===== config.mk =====
export PLATFORM = sky130hd
export DESIGN_NAME = frame_check_flat
export DESIGN_NICKNAME = d
export VERILOG_FILES = /design/src/rtl/frame_check_if.sv /design/src/rtl/frame_check.sv /design/src/flat_wrapper.sv
export SDC_FILE = /design/constraint.sdc
export NUM_CORES = 1
export LEC_CHECK = 0
export ABC_AREA = 1
export BUFFER_PORTS_ARGS = -buffer_cell sky130_fd_sc_hd__buf_4
export CORE_ASPECT_RATIO = 0.9
export CORE_MARGIN = 1.5
export CORE_UTILIZATION = 55
export DETAILED_ROUTE_END_ITERATION = 7
export PLACE_DENSITY = 0.76
export SYNTH_ARGS = -nofsm -noshare
export SYNTH_HDL_FRONTEND = slang
export SYNTH_SLANG_ARGS = --single-unit

===== constraint.sdc =====
create_clock -name clk -period 4 [get_ports clk]
set_clock_uncertainty 0.2 [all_clocks]
set_input_delay 0.2 -clock clk [delete_from_list [all_inputs] [get_ports clk]]
set_output_delay 0.2 -clock clk [all_outputs]
set_load 0.05 [all_outputs]

===== src/rtl/frame_check_if.sv =====
// Receive-side stream bundle between the link RX path and frame_check.
// Ports: tdata/tkeep/tvalid/tlast run from the source to the sink, and tready runs back.
// The master modport is for the source (bench or link) and the slave modport is for the checker.
interface frame_check_if #(
  parameter int DW = 16
);
  logic [DW-1:0] tdata;
  logic [1:0]    tkeep;
  logic          tvalid;
  logic          tlast;
  logic          tready;

  modport master (output tdata, tkeep, tvalid, tlast, input tready);
  modport slave  (input tdata, tkeep, tvalid, tlast, output tready);
endinterface


===== src/rtl/frame_check.sv =====
// Stream sink for test frames. It regenerates the rotating 16-bit pattern and checks each beat
// and the frame length, and it keeps saturating frame/good/word-error/length-error counters.
// Ports: clk, reset (synchronous, active-high), link_up enable, s (slave stream), counters,
// frame_done/frame_ok pulse, and the first_err_* log. The log is built only when
// FRAME_CHECK_ERRLOG_EN is defined; otherwise it is tied to 0.
module frame_check #(
  parameter logic [127:0] PATTERN    = 128'h0123_3210_2222_3333_4444_5555_beaf_dead,
  parameter int           DW         = 16,
  parameter int           FRAME_LEN  = 28,
  parameter int           SKIP_WORDS = 28,
  parameter int           CW         = 16
) (
  input  logic           clk,
  input  logic           reset,
  input  logic           link_up,
  frame_check_if.slave   s,
  output logic [CW-1:0]  frame_cnt,
  output logic [CW-1:0]  good_cnt,
  output logic [CW-1:0]  word_err_cnt,
  output logic [CW-1:0]  len_err_cnt,
  output logic           frame_done,
  output logic           frame_ok,
  output logic           first_err_vld,
  output logic [DW-1:0]  first_err_exp,
  output logic [DW-1:0]  first_err_got,
  output logic [6:0]     first_err_idx
);
  localparam int EW = 3 * 128;
  localparam int SW = $clog2(SKIP_WORDS + 1);

  typedef enum logic {SKIP, RUN} state_t;

  state_t        state, state_nxt;
  logic [EW-1:0] exp_reg;
  logic [SW-1:0] skip_cnt;
  logic [6:0]    beat_idx;
  logic          frame_err;

  logic          tready;
  logic          beat;
  logic          rotate;
  logic          skip_last;
  logic [DW-1:0] exp_word;
  logic          beat_err;
  logic          len_bad;
  logic          close_ok;

  function automatic logic [CW-1:0] sat_inc(input logic [CW-1:0] v);
    return (v == {CW{1'b1}}) ? v : v + 1'b1;
  endfunction

  assign exp_word = exp_reg[DW-1:0];
  assign beat_err = (s.tdata != exp_word) || (s.tkeep != 2'b11);
  assign len_bad  = (beat_idx != 7'(FRAME_LEN - 1));
  // The closing beat's own error has not reached frame_err yet, so it is folded in here.
  assign close_ok = !(frame_err || beat_err || len_bad);
  assign s.tready = tready && !reset;

  always_ff @(posedge clk) begin
    if (reset) state <= SKIP;
    else       state <= state_nxt;
  end

  always_comb begin
    state_nxt = state;
    tready    = 1'b0;
    beat      = 1'b0;
    rotate    = 1'b0;
    skip_last = 1'b0;
    unique case (state)
      SKIP: begin
        if (link_up) begin
          rotate = 1'b1;
          if (skip_cnt == SW'(1)) begin
            skip_last = 1'b1;
            state_nxt = RUN;
          end
        end
      end
      RUN: begin
        tready = link_up;
        beat   = link_up && s.tvalid;
        if (beat) begin
          rotate = 1'b1;
          if (s.tlast) state_nxt = SKIP;
        end
      end
    endcase
  end

  always_ff @(posedge clk) begin
    if (reset) begin
      exp_reg      <= {3{PATTERN}};
      skip_cnt     <= SW'(SKIP_WORDS);
      beat_idx     <= '0;
      frame_err    <= 1'b0;
      frame_cnt    <= '0;
      good_cnt     <= '0;
      word_err_cnt <= '0;
      len_err_cnt  <= '0;
      frame_done   <= 1'b0;
      frame_ok     <= 1'b0;
    end else begin
      frame_done <= 1'b0;
      if (rotate) exp_reg <= {exp_reg[DW-1:0], exp_reg[EW-1:DW]};
      if (rotate && state == SKIP) skip_cnt <= skip_cnt - 1'b1;
      if (skip_last) beat_idx <= '0;
      if (beat) begin
        if (beat_idx != 7'h7f) beat_idx <= beat_idx + 1'b1;
        if (beat_err) word_err_cnt <= sat_inc(word_err_cnt);
        if (s.tlast) begin
          frame_done <= 1'b1;
          frame_ok   <= close_ok;
          frame_cnt  <= sat_inc(frame_cnt);
          if (close_ok) good_cnt <= sat_inc(good_cnt);
          if (len_bad)  len_err_cnt <= sat_inc(len_err_cnt);
          frame_err  <= 1'b0;
          skip_cnt   <= SW'(SKIP_WORDS);
        end else if (beat_err) begin
          frame_err <= 1'b1;
        end
      end
    end
  end

`ifdef FRAME_CHECK_ERRLOG_EN
  // The log captures only the first mismatch after reset and holds it until the next reset.
  always_ff @(posedge clk) begin
    if (reset) begin
      first_err_vld <= 1'b0;
      first_err_exp <= '0;
      first_err_got <= '0;
      first_err_idx <= '0;
    end else if (beat && beat_err && !first_err_vld) begin
      first_err_vld <= 1'b1;
      first_err_exp <= exp_word;
      first_err_got <= s.tdata;
      first_err_idx <= beat_idx;
    end
  end
`else
  assign first_err_vld = 1'b0;
  assign first_err_exp = '0;
  assign first_err_got = '0;
  assign first_err_idx = '0;
`endif
endmodule


===== src/flat_wrapper.sv =====
// flat-port wrapper written by rule: the top's interface ports become plain ports
module frame_check_flat 
#(
  parameter logic [127:0] PATTERN    = 128'h0123_3210_2222_3333_4444_5555_beaf_dead,
  parameter int           DW         = 16,
  parameter int           FRAME_LEN  = 28,
  parameter int           SKIP_WORDS = 28,
  parameter int           CW         = 16
)
  (clk, reset, link_up, frame_cnt, good_cnt, word_err_cnt, len_err_cnt, frame_done, frame_ok, first_err_vld, first_err_exp, first_err_got, first_err_idx, s_tdata, s_tkeep, s_tvalid, s_tlast, s_tready);
  frame_check_if #(.DW(DW)) s_i ();
  input  logic clk;
  input  logic reset;
  input  logic link_up;
  output logic [CW-1:0] frame_cnt;
  output logic [CW-1:0] good_cnt;
  output logic [CW-1:0] word_err_cnt;
  output logic [CW-1:0] len_err_cnt;
  output logic frame_done;
  output logic frame_ok;
  output logic first_err_vld;
  output logic [DW-1:0] first_err_exp;
  output logic [DW-1:0] first_err_got;
  output logic [6:0] first_err_idx;
  input wire logic [$bits(s_i.tdata)-1:0] s_tdata;
  input wire logic [$bits(s_i.tkeep)-1:0] s_tkeep;
  input wire logic [$bits(s_i.tvalid)-1:0] s_tvalid;
  input wire logic [$bits(s_i.tlast)-1:0] s_tlast;
  output wire logic [$bits(s_i.tready)-1:0] s_tready;
  assign s_i.tdata = s_tdata;
  assign s_i.tkeep = s_tkeep;
  assign s_i.tvalid = s_tvalid;
  assign s_i.tlast = s_tlast;
  assign s_tready = s_i.tready;
  frame_check #(.PATTERN(PATTERN), .DW(DW), .FRAME_LEN(FRAME_LEN), .SKIP_WORDS(SKIP_WORDS), .CW(CW)) u_core (.clk(clk), .reset(reset), .link_up(link_up), .s(s_i), .frame_cnt(frame_cnt), .good_cnt(good_cnt), .word_err_cnt(word_err_cnt), .len_err_cnt(len_err_cnt), .frame_done(frame_done), .frame_ok(frame_ok), .first_err_vld(first_err_vld), .first_err_exp(first_err_exp), .first_err_got(first_err_got), .first_err_idx(first_err_idx));
endmodule

==> Word-level counts from Yosys, hierarchy flattened <==
Index checks and enable logic that the tools add are counted.
{ "totals": {"ff_bits": 464, "n_memories": 0, "mem_bits_rw": 0, "latchBits": 0, "out_inout_bits": 107, "romBits": 0, "input_bits": 23, "word_cells": 69} }
{ "op_classes": {"n_div": 0, "eq_ne": 9, "bitwise_logic": 7, "mux": 20, "shifts": 0, "n_reduce_logical": 16, "add_sub_neg": 6, "n_lt_le_gt_ge": 0, "n_mul": 0} }
{ "op_table": {"columns": ["cell", "n"], "rows": [
  ["$add 16x1->16 const B", 4],
  ["$eq 16x16->1 const B", 4],
  ["$mux 7", 3],
  ["$ne 16x16->1", 1],
  ["$mux 5", 3],
  ["$mux 1", 12],
  ["$reduce_and 4->1", 2],
  ["$add 7x1->7 const B", 1],
  ["$ne 7x5->1 const B", 1],
  ["$ne 7x7->1 const B", 1],
  ["$not 1->1", 7],
  ["$reduce_and 3->1", 2],
  ["$eq 5x1->1 const B", 1],
  ["$sub 5x1->5 const B", 1],
  ["$pmux 1 s2", 2],
  ["$reduce_and 2->1", 2],
  ["$logic_and 1x1->1", 3],
  ["$logic_or 1x1->1", 3],
  ["$logic_not 1->1", 2],
  ["$ne 2x2->1 const B", 1],
  ["$reduce_bool 2->1", 1],
  ["$reduce_or 2->1", 1]
]} }

==> Logic depth before layout (Yosys ltp) <==
Gate-level depths: netlist of the first run.
{ "depth": {"word_depth": 7, "mapped_depth": 13} }

==> Worst setup path after synthesis of the first run <==
Ideal clock, no wire load.
{ "synth_path": {"path_kind": "register -> register", "from": "register u_core.len_err_cnt[0]", "to": "register u_core.len_err_cnt[1]", "period_less_slack_ps": 2328, "setup_slack_ps": 1672, "t_arrival_ps": 2012, "required_time_ps": 3684, "stages_incl_launch_ff": 11, "n_path_buf": 1, "setup_time_ps": 116, "path_cell_list": "dfxtp_1 -> ha_1 -> nand3_1 -> nor2_2 -> nand4_2 -> or2_4 -> nand2_4 -> inv_4 -> buf_6 -> nor2_1 -> nor2_1"} }
{ "synth_via": {"elab_chain_len": 3, "elab_cells_between_ends": 4, "classes_between": "1 x add/sub; 1 x eq/ne; 1 x bitwise; 1 x reduce/logical"} }
{ "synth_lines": {"columns": ["element", "line_no", "text"], "rows": [
  ["from (decl)", "frame_check.sv:20", "output logic [CW-1:0] len_err_cnt,"],
  ["from (signal assigned)", "frame_check.sv:116", "if (len_bad) len_err_cnt <= sat_inc(len_err_cnt);"],
  ["branches (longest 3 deep; another with $add 16x1->16)", null, null]
]} }
Several ways; the timed one is not identified.
A chain may end at the register's enable or synchronous reset.

==> Final worst setup path of the first run <==
{ "layout_path": {"from": "register u_core.state", "to": "register u_core.exp_reg[348]"} }
{ "layout_via": {"elab_chain_len": 2} }
{ "layout_lines": {"columns": ["element", "line_no", "text"], "rows": [
  ["from (decl)", "frame_check.sv:33", "state_t state, state_nxt;"],
  ["from (signal assigned)", "frame_check.sv:61", "else state <= state_nxt;"],
  ["$not 1->1", "frame_check.sv:70", "unique case (state)"],
  ["$pmux 1 s2 (*)", "frame_check.sv:70", null],
  ["to (signal assigned)", "frame_check.sv:93", "exp_reg <= {3{PATTERN}};"],
  ["to (signal assigned)", "frame_check.sv:105", "if (rotate) exp_reg <= {exp_reg[DW-1:0], exp_reg[EW-1:DW]};"],
  ["to (decl)", "frame_check.sv:34", "logic [EW-1:0] exp_reg;"]
]} }
Mark *: on every way between the ends. The rest lies on a longest branch, timed or not.

==> run summary, run 1 <==
Outcome: complete, no violations
Category of the worst setup path capture point: register
Post-route fraction of the period consumed by the critical path: 0.696
Total routed wirelength: 35,000 um
Worst endpoint required time: 4290 ps
Count of yosys warnings during synthesis: 0
Hold violation count in the final report: 0
Starting density of the core: 0.557
Busiest layer in global routing: met2
Mean instance size in the synthesized netlist: 7.39 um^2
Setup repair after global routing missed its margin: no
H-tree Lvls: 2
Die area: 0.0343 mm^2
Routed vias/inst: 5.08
Startpoint kind of the worst setup timing path: register
Iteration-0 DRC count of the detailed router: 1,037
Flop and latch count out of synthesis: 464
GR Util met3: 0.0357
Die boundary height: 176 um
Cell breakdown of the critical path: inv_1 -> nand2_1 -> inv_2 -> nor2_4 -> buf_12 -> buf_4 -> o21ai_0 -> nor2_1
Worst IR drop on VDD: 0.387 mV
Clock insertion delay at the later pin of the skew report: 550 ps
Library cell occupying the most area in the post-synthesis netlist: sky130_fd_sc_hd__dfxtp_1
Global-route track usage on met1: 0.271
Max-capacitance violation count: 0
TritonCTS clock tree: yes
Sequential fraction of the synthesis area: 0.509
Max-slew violations: 0
Largest net degree at the start of global routing: 218
Count of port buffers added during placement: 89
Bufs on Longest Clock Path: 3
Num CTS Buffers: 46
Root Buffer Master: sky130_fd_sc_hd__clkbuf_16
Critical path's largest stage delay: 670 ps
Clock transition at the registers of the reported paths: 60 ps
Area share of the largest cell type after synthesis: 0.509
Area of the core: 0.0328 mm^2
Library cells used by synthesis: 41
Cell family with the largest share of critical-path delay: buffers and inverters
Overall routing resource usage: 0.201
Number of global-route vias before repair: 13,300
Number of buffers inserted to repair setup after CTS: 0
Pwr Density: 500 mW/mm^2
Final setup TNS: 0 ps
CP max-delay cell: sky130_fd_sc_hd__buf_4
Wire length of the first global-routing pass: 59,900 um
Pleak: 0.00905 uW
Post-synth top flop: sky130_fd_sc_hd__dfxtp_1
Synth-to-Final Area Change: 11.9%
Headroom to the max-slew limit: 0.309
Number of flip-flops under the largest register name: 384
Cell row count: 63
Final weighted congestion of routability-driven global placement: 0.917
Number of diodes: 0
Clock sink count: 464
Number of antenna violations at the first check in global routing: 3
WS Path Type: register to register
Final count of negative-setup-slack endpoints: 0
Remaining routing DRC violations: 0
Share of synthesized registers carrying an async set or reset: 0
Worst-Margin Slew: 1040 ps
Total vias in the final route: 14,900
Worst Hold Class: input pin to register
Ratio of cells with drive above 1 in the final layout: 0.0823
Number of nets in the layout: 2,511
Number of buffers and inverters on the critical path: 4
Number of enable flip-flop cells after synthesis: 0
HPWL after DPL: 21,100 um
Shortest period the worst path allows: 2780 ps
Cells after synthesis: 2,471
Die width: 195 um
Leading cell types by total area after synthesis: sky130_fd_sc_hd__dfxtp_1 (51%), sky130_fd_sc_hd__nand2_1 (11%), sky130_fd_sc_hd__nor2_1 (11%), sky130_fd_sc_hd__o21ai_0 (6.8%), sky130_fd_sc_hd__nand3_1 (5.3%)
Maximum fanout along the worst path: 217
Post-Syn Area: 0.0183 mm^2
Overall power consumption: 10,200 uW
Number of detailed-route iterations in the first pass: 7
Mean routed wirelength per cell: 11.9 um
Io pins: 130
Met2 layer usage reported by global route: 0.334
Residual antenna-violating net count after detailed routing: 0
Arrival time of data at the critical path endpoint: 3070 ps
Total overflow reported by the global router: 0
Maximum achievable frequency: 359 MHz
tightest hold or removal path, stage by stage:
cell and delay (ps):
sky130_fd_sc_hd__buf_4 90, sky130_fd_sc_hd__nand2_1 60, sky130_fd_sc_hd__nand2_1 60, sky130_fd_sc_hd__nor3b_1 40
sky130_fd_sc_hd__nand3_1 100, sky130_fd_sc_hd__nor2_1 210, sky130_fd_sc_hd__nor2_1 140
worst paths after layout:
path | startpoint | cells past startpoint | slack (ps) | endpoint
worst min register to register | u_core.exp_reg[41] | 2 | 250 | u_core.exp_reg[25]
worst max register to register | u_core.state | 8 | 1220 | u_core.exp_reg[348]
worst max-delay path | u_core.state | 8 | 1220 | u_core.exp_reg[348]
worst min-delay path | s_tdata[15] | 7 | 190 | u_core.frame_err
power by group:
| part | leakage [uW] | internal [uW] | total [uW] | switching [uW] |
|---|---|---|---|---|
| combinational | 0.00444 | 260 | 802 | 542 |
| sequential | 0.00385 | 4960 | 5110 | 157 |
| clock | 0.000762 | 2550 | 4300 | 1750 |
metrics by stage:
stage | worst slack, ps | util | hold WS [ps] | instances | instance area (um^2)
finish | 1220 | 0.623 | 191 | 2937 | 20400
global route | 952 | 0.623 | 230 | 2937 | 20400
CTS | 1270 | 0.623 | 169 | 2937 | 20400
detailed placement | 1280 | 0.574 | 240 | 2849 | 18800
global placement | 1340 | 0.574 | 233 | 2849 | 18800
floorplan | 1670 | - | 214 | 2510 | 18400
per-layer routing:
metal | vias to the layer above | part of all wire
met5 | - | 0.00063
met4 | 4 | 0.018
met3 | 56 | 0.055
met2 | 283 | 0.44
met1 | 6758 | 0.49
li1 | 7819 | -
cells by family after synthesis:
family,Yosys count,share of synthesized area
and+or+nand+nor,1316,0.295
DFF,464,0.509
AOI/OAI and AO/OA,334,0.0931
buffers and inverters,311,0.0793
xor gates and xnor gates,38,0.0182
adders and majority gates,7,0.00480
other,1,0.000205
synth_stat cells (all sizes together) (10+ instances only):
library cell,instances
a21oi,75
buf,108
clkbuf,79
dfxtp,464
inv,124
nand2,542
nand3,194
nand4,29
nor2,518
nor3,24
o21ai,250
xnor2,10
xor2,28
placed cells by master, fill, tap and decap left out, drive strengths merged:
cell type,instances
a211oi,1
a21oi,75
a22oi,1
a31o,1
a31oi,1
a41oi,1
buf,104
bufinv,2
clkbuf,68
clkinv,8
clkinvlp,2
conb,40
dfxtp,464
dlygate4sd3,6
ha,7
inv,126
nand2,542
nand3,194
nand3b,1
nand4,29
nor2,518
nor3,24
nor3b,3
nor4,2
o211ai,4
o21ai,250
or2,3
xnor2,10
xor2,28
timing repair:
action,in CTS,in global routing
resized for setup,0,0
endpoints found under the hold margin,38,0
hold buffers,6,0
layout make-up:
cell class / count / area [um^2]
fill: 2879 / 12400
sequential: 464 / 9290
multi-input combinational: 1735 / 7670
clock buffer: 68 / 1400
timing repair buffer: 110 / 916
tap: 422 / 528
inverter: 124 / 483
clock inverter: 14 / 148
Note: power is estimated with default switching activity, not from simulation.
==> run 2: changes to the inputs <==
--- a/config.mk
+++ b/config.mk
@@ -9,9 +9,9 @@
 export BUFFER_PORTS_ARGS = -buffer_cell sky130_fd_sc_hd__buf_4
 export CORE_ASPECT_RATIO = 0.9
 export CORE_MARGIN = 1.5
-export CORE_UTILIZATION = 55
+export CORE_UTILIZATION = 54
 export DETAILED_ROUTE_END_ITERATION = 7
-export PLACE_DENSITY = 0.76
+export PLACE_DENSITY = 0.77
 export SYNTH_ARGS = -nofsm -noshare
 export SYNTH_HDL_FRONTEND = slang
 export SYNTH_SLANG_ARGS = --single-unit
==> constraint.sdc (replaced) <==
create_clock -name clk -period 2.32 [get_ports clk]
set_clock_uncertainty 0.2 [all_clocks]
set_input_delay 0.116 -clock clk [delete_from_list [all_inputs] [get_ports clk]]
set_output_delay 0.116 -clock clk [all_outputs]
set_load 0.05 [all_outputs]
==> run 2 against run 1 <==
Final area up 1.7%. Clock power up 72%. Sequential cell count unchanged. Critical endpoint is now u_core.len_err_cnt[0]. Die area up 1.8%. Critical path type unchanged. Combinational power up 77%. First-iteration DRC count down 5.1%. Count of clock-buffer cells in the layout up 2. Worst setup slack worse by 1100 ps. Worst hold slack worse by 140 ps. Power up 73%.
==> run summary, run 2 (same netlist as run 1, synthesis figures left out) <==
Starting density of the core: 0.551 (-0.00530)
Category of the worst setup path capture point: register
Iteration-0 DRC count of the detailed router: 984 (-5.1%)
Number of nets in the layout: 2,540 (+1.2%)
Cell area after placement: 0.0191 mm^2 (+1.6%)
Outcome: complete, no violations
Commonest non-fill, non-tap cells in the layout: sky130_fd_sc_hd__nand2_1 (540), sky130_fd_sc_hd__nor2_1 (511), sky130_fd_sc_hd__dfxtp_1 (462)
Root Buffer Master: sky130_fd_sc_hd__clkbuf_16
Wire length of the first global-routing pass: 62,300 um (+4.0%)
Pleak: 0.00923 uW (+2.1%)
Number of cells on the worst hold path: 8 (+1)
Io pins: 130 (unchanged)
HPWL after DPL: 22,800 um (+8.0%)
Arrival time of data at the critical path endpoint: 2410 ps (-660 ps)
Final weighted congestion of routability-driven global placement: 0.899 (-1.9%)
TritonCTS clock tree: yes
Non-filler instance count after layout: 2,968 (+1.1%)
Maximum achievable frequency: 458 MHz (+27%)
WS Path Type: register to register
Count of port buffers added during placement: 89 (unchanged)
Post-route fraction of the period consumed by the critical path: 0.942 (+0.247)
Pwr Density: 849 mW/mm^2 (+70%)
Startpoint kind of the worst setup timing path: register
Worst Hold Class: input pin to register
Clock sink count: 464 (unchanged)
Worst endpoint required time: 2550 ps (-1740 ps)
Number of global-route vias before repair: 13,500 (+1.5%)
Bufs on Longest Clock Path: 3 (unchanged)
Num CTS Buffers: 45 (-2.2%)
Max-slew violations: 0 (unchanged)
Worst-Margin Slew: 612 ps (-425 ps)
Clock insertion delay at the later pin of the skew report: 550 ps (about the same)
Number of detailed-route iterations in the first pass: 5 (-2)
Maximum fanout along the worst path: 15 (-93%)
Total routed wirelength: 36,400 um (+4.0%)
Residual antenna-violating net count after detailed routing: 0 (unchanged)
Hold violation count in the final report: 0 (unchanged)
Placed cell count: 2,876 (+0.95%)
H-tree Lvls: 2 (unchanged)
Overall routing resource usage: 0.208 (+0.00677)
Summed area of non-filler cells in the final layout: 0.0208 mm^2 (+1.7%)
Largest net degree at the start of global routing: 157 (-28%)
Mean routed wirelength per cell: 12.3 um (+2.9%)
Worst Hold Margin: 49.9 ps (-141 ps)
Worst IR drop on VDD: 0.696 mV (+80%)
Clock transition at the registers of the reported paths: 60 ps (about the same)
Headroom to the max-slew limit: 0.592 (+0.283)
Most frequent standard cell in the layout excluding fill and tap cells: sky130_fd_sc_hd__nand2_1
Cell row count: 63 (unchanged)
Total overflow reported by the global router: 0 (unchanged)
Die area: 0.0349 mm^2 (+1.8%)
Area of the core: 0.0331 mm^2 (+0.96%)
Final count of negative-setup-slack endpoints: 0 (unchanged)
Number of antenna violations at the first check in global routing: 2 (-1)
Remaining routing DRC violations: 0 (unchanged)
Die width: 197 um (+0.91%)
Shortest period the worst path allows: 2190 ps (-597 ps)
Setup repair after global routing missed its margin: no
Max-capacitance violation count: 0 (unchanged)
Number of diodes: 0 (unchanged)
Total vias in the final route: 15,000 (+0.57%)
Die boundary height: 177 um (+0.91%)
Total of fill cells in the finished design: 2,884 (+0.17%)
Routed vias/inst: 5.06 (-0.48%)
Synth-to-Final Area Change: 13.8%
Number of flip-flops under the largest register name: 384 (unchanged)
Worst r2r path cells: 9 (+1)
Ratio of cells with drive above 1 in the final layout: 0.0943 (+0.0120)
## run 2: cell count changes in the layout (fill, tap and decap cells not counted), moves of 2 or more
cell	delta
sky130_fd_sc_hd__buf_4	+21
sky130_fd_sc_hd__buf_12	+8
sky130_fd_sc_hd__clkbuf_1	+2
sky130_fd_sc_hd__dfxtp_1	-2
sky130_fd_sc_hd__dfxtp_2	+2
## run 2: per-stage QoR
step            util  setup slack (ps)  power, uW  TNS [ps]
6_report       0.628               134      17600         0
3_3_place_gp   0.578              -263      10300      -434
3_5_place_dp   0.578              -317      10400      -823
5_1_grt        0.628              5.33      18400         0
2_1_floorplan      -              14.9      10100         0
4_1_cts        0.626               123      17800         0
## run 2: cell type report
type | instances | area, um^2 | area share
inverters | 124 | 485 | 0.0234
repair buffers | 140 | 1240 | 0.0599
flip-flops and latches | 464 | 9290 | 0.447
well taps | 422 | 528 | 0.0254
multi-input cells | 1735 | 7680 | 0.370
clock inverters | 13 | 149 | 0.00717
clock buffers | 70 | 1390 | 0.0670
## run 2: metal layers
| metal | wire, um | up-vias | GRT usage |
|---|---|---|---|
| li1 | - | 7869 | - |
| met1 | 17800 | 6869 | 0.280 |
| met2 | 16300 | 206 | 0.345 |
| met3 | 1570 | 57 | 0.0374 |
| met4 | 649 | 4 | 0.0576 |
| met5 | 23 | - | 0 |
## run 2: what timing repair did
action	CTS	global route
resized for setup	1	5
cloned	0	0
hold buffers	6	0
endpoints found under the setup margin	7	21
buffers inserted	0	3
endpoints found under the hold margin	122	0
pin swaps	0	1
## run 2: critical path, stage by stage (launching register included)
cell                      delay, ps
sky130_fd_sc_hd__dfxtp_2        370
sky130_fd_sc_hd__ha_1           250
sky130_fd_sc_hd__nand3_1        110
sky130_fd_sc_hd__nor2_2         220
sky130_fd_sc_hd__nand4_2        140
sky130_fd_sc_hd__or2_4          260
sky130_fd_sc_hd__nand2_4        170
sky130_fd_sc_hd__inv_4          120
sky130_fd_sc_hd__o21ai_0        170
sky130_fd_sc_hd__a21oi_1         60
## run 2: final timing paths
path                      endpoint                  start  slack [ps]
min               u_core.frame_err            s_tdata[15]          50
max          u_core.len_err_cnt[0]  u_core.len_err_cnt[0]         130
max reg2reg  u_core.len_err_cnt[0]  u_core.len_err_cnt[0]         130
min reg2reg    u_core.exp_reg[153]    u_core.exp_reg[169]         250
## run 2: report_power, final
part	internal [uW]	switching, uW	leakage, uW	total (uW)
combinational	471	946	0.00463	1420
clock	4370	3020	0.000754	7390
sequential	8540	274	0.00385	8820
total	13400	4240	0.00923	17600
==> run 3: changes to the inputs <==
--- a/config.mk
+++ b/config.mk
@@ -8,10 +8,9 @@
 export ABC_AREA = 1
 export BUFFER_PORTS_ARGS = -buffer_cell sky130_fd_sc_hd__buf_4
 export CORE_ASPECT_RATIO = 0.9
-export CORE_MARGIN = 1.5
 export CORE_UTILIZATION = 54
 export DETAILED_ROUTE_END_ITERATION = 7
-export PLACE_DENSITY = 0.77
+export PLACE_DENSITY = 0.85
 export SYNTH_ARGS = -nofsm -noshare
 export SYNTH_HDL_FRONTEND = slang
 export SYNTH_SLANG_ARGS = --single-unit
==> constraint.sdc (replaced) <==
create_clock -name clk -period 2.32 [get_ports clk]
set_clock_uncertainty 0.2 [all_clocks]
set_input_delay 0.232 -clock clk [delete_from_list [all_inputs] [get_ports clk]]
set_output_delay 0.232 -clock clk [all_outputs]
set_load 0.05 [all_outputs]
==> run 3 against run 2 <==
Non-clock buffer count shrank 15. Worst hold slack worse by 26 ps. Final cell count down 0.57%. Core utilization shrank 0.68 points. Final area shrank 1.1%. Combinational power is essentially flat. Largest cell class unchanged. Largest power group unchanged. Highest routed layer is now met4.
==> run summary, run 3 (same netlist as run 1, synthesis figures left out) <==
Bufs on Longest Clock Path: 3 (unchanged)
Layout Utilization: 0.621 (-0.00680)
Mean routed wirelength per cell: 12.5 um (+2.0%)
Count of port buffers added during placement: 89 (unchanged)
H-tree Lvls: 2 (unchanged)
Setup repair after global routing missed its margin: no
Number of global-route vias before repair: 13,900 (+3.1%)
Worst Hold Margin: 24.3 ps (-25.6 ps)
Final weighted congestion of routability-driven global placement: 0.947 (+5.3%)
Number of flip-flops under the largest register name: 384 (unchanged)
Overall routing resource usage: 0.212 (+0.00329)
Remaining routing DRC violations: 0 (unchanged)
Pleak: 0.00912 uW (-1.2%)
TritonCTS clock tree: yes
Num CTS Buffers: 45 (unchanged)
Number of buffers inserted to repair setup after CTS: 0 (unchanged)
Residual antenna-violating net count after detailed routing: 0 (unchanged)
Clock transition at the registers of the reported paths: 60 ps (about the same)
Arrival time of data at the critical path endpoint: 2390 ps (-20 ps)
Synth-to-Final Area Change: 12.6%
Io pins: 130 (unchanged)
Hold violation count in the final report: 0 (unchanged)
Cell breakdown of the critical path: ha_1 -> nand3_1 -> nor2_2 -> nand4_2 -> or2_4 -> nand2_4 -> inv_4 -> nand2_1 -> nand2_1 -> nand2_1 -> nor2_1
Total of fill cells in the finished design: 2,704 (-6.2%)
Commonest non-fill, non-tap cells in the layout: sky130_fd_sc_hd__nand2_1 (540), sky130_fd_sc_hd__nor2_1 (511), sky130_fd_sc_hd__dfxtp_1 (461)
Post-route fraction of the period consumed by the critical path: 0.926 (-0.0157)
Die boundary height: 176 um (-0.56%)
Final setup TNS: 0 ps (unchanged)
Routed vias/inst: 5.22 (+3.3%)
Clock insertion delay at the later pin of the skew report: 540 ps (about the same)
Total routed wirelength: 36,900 um (+1.4%)
Largest net degree at the start of global routing: 111 (-29%)
Most frequent standard cell in the layout excluding fill and tap cells: sky130_fd_sc_hd__nand2_1
Critical path's largest stage delay: 370 ps (about the same)
Iteration-0 DRC count of the detailed router: 1,215 (+23%)
Number of antenna violations at the first check in global routing: 0 (-2)
Final count of negative-setup-slack endpoints: 0 (unchanged)
Wire length of the first global-routing pass: 62,800 um (+0.86%)
Shortest period the worst path allows: 2150 ps (-36.5 ps)
Cell row count: 63 (unchanged)
Maximum achievable frequency: 465 MHz (+1.7%)
Worst Hold Class: input pin to register
Worst IR drop on VDD: 0.578 mV (-17%)
Root Buffer Master: sky130_fd_sc_hd__clkbuf_16
Starting density of the core: 0.551 (unchanged)
Max-slew violations: 0 (unchanged)
Clock sink count: 464 (unchanged)
Worst endpoint required time: 2560 ps (about the same)
Pwr Density: 850 mW/mm^2 (+0.14%)
Maximum fanout along the worst path: 15 (unchanged)
WS Path Type: register to register
Startpoint kind of the worst setup timing path: register
Total vias in the final route: 15,400 (+2.7%)
Number of nets in the layout: 2,525 (-0.59%)
Area of the core: 0.0331 mm^2 (unchanged)
Total overflow reported by the global router: 0 (unchanged)
Die area: 0.0345 mm^2 (-1.1%)
HPWL after DPL: 22,600 um (-0.68%)
Number of detailed-route iterations in the first pass: 6 (+1)
Most numerous cell on the critical path: sky130_fd_sc_hd__nand2_1
Number of diodes: 0 (unchanged)
Die width: 196 um (-0.51%)
Ratio of cells with drive above 1 in the final layout: 0.0878 (-0.00648)
Category of the worst setup path capture point: register
Max-capacitance violation count: 0 (unchanged)
Outcome: complete, no violations
CP max-delay cell: sky130_fd_sc_hd__dfxtp_2
## run 3: final cells by class
cell class	instances	area, um^2	area share
Tap cell	422	528	0.0257
Timing Repair Buffer	125	1120	0.0546
Sequential cell	464	9290	0.452
Clock inverter	16	175	0.00852
Multi-Input combinational cell	1735	7670	0.373
Clock buffer	65	1280	0.0623
Inverter	124	483	0.0235
## run 3: routing by layer
metal / wire length (um) / track usage
met5: 0 / 0
met4: 718 / 0.0612
met3: 2080 / 0.0323
met2: 17300 / 0.361
met1: 16800 / 0.277
## run 3: through the flow
step | power, uW | area (um^2) | worst slack, ps | instances
2_1_floorplan | 10100 | 18400 | 14.9 | 2510
3_3_place_gp | 10300 | 19100 | 315 | 2867
3_5_place_dp | 10400 | 19100 | 203 | 2867
4_1_cts | 17600 | 20500 | 193 | 2951
5_1_grt | 18200 | 20500 | 13.4 | 2951
6_report | 17500 | 20500 | 171 | 2951
## run 3: worst paths after layout
kind / cells after the start / from / slack (ps) / end
worst max register to register: 11 / u_core.len_err_cnt[0] / 170 / u_core.len_err_cnt[11]
worst min-delay path: 4 / s_tlast / 20 / u_core.state
worst max-delay path: 11 / u_core.len_err_cnt[0] / 170 / u_core.len_err_cnt[11]
worst min register to register: 2 / u_core.exp_reg[62] / 250 / u_core.exp_reg[46]
## run 3: power by group
group	switching (uW)	leakage, uW	internal [uW]	total (uW)
combinational	961	0.00456	472	1430
sequential	283	0.00385	8540	8830
clock	3010	0.000720	4190	7200
## run 3: critical path, delay by kind of cell (launching register included)
| kind | cells | cell delay (ps) |
|---|---|---|
| adder cells (fa/ha/maj) | 1 | 250 |
| buffers and inverters | 1 | 110 |
| flip-flops | 1 | 370 |
| AND/OR/NAND/NOR | 9 | 1120 |
## run 3: timing repair
action	in CTS	in global routing
endpoints found under the setup margin	0	4
hold endpoints to repair	21	0
gates resized for setup	0	1
hold buffers	3	0
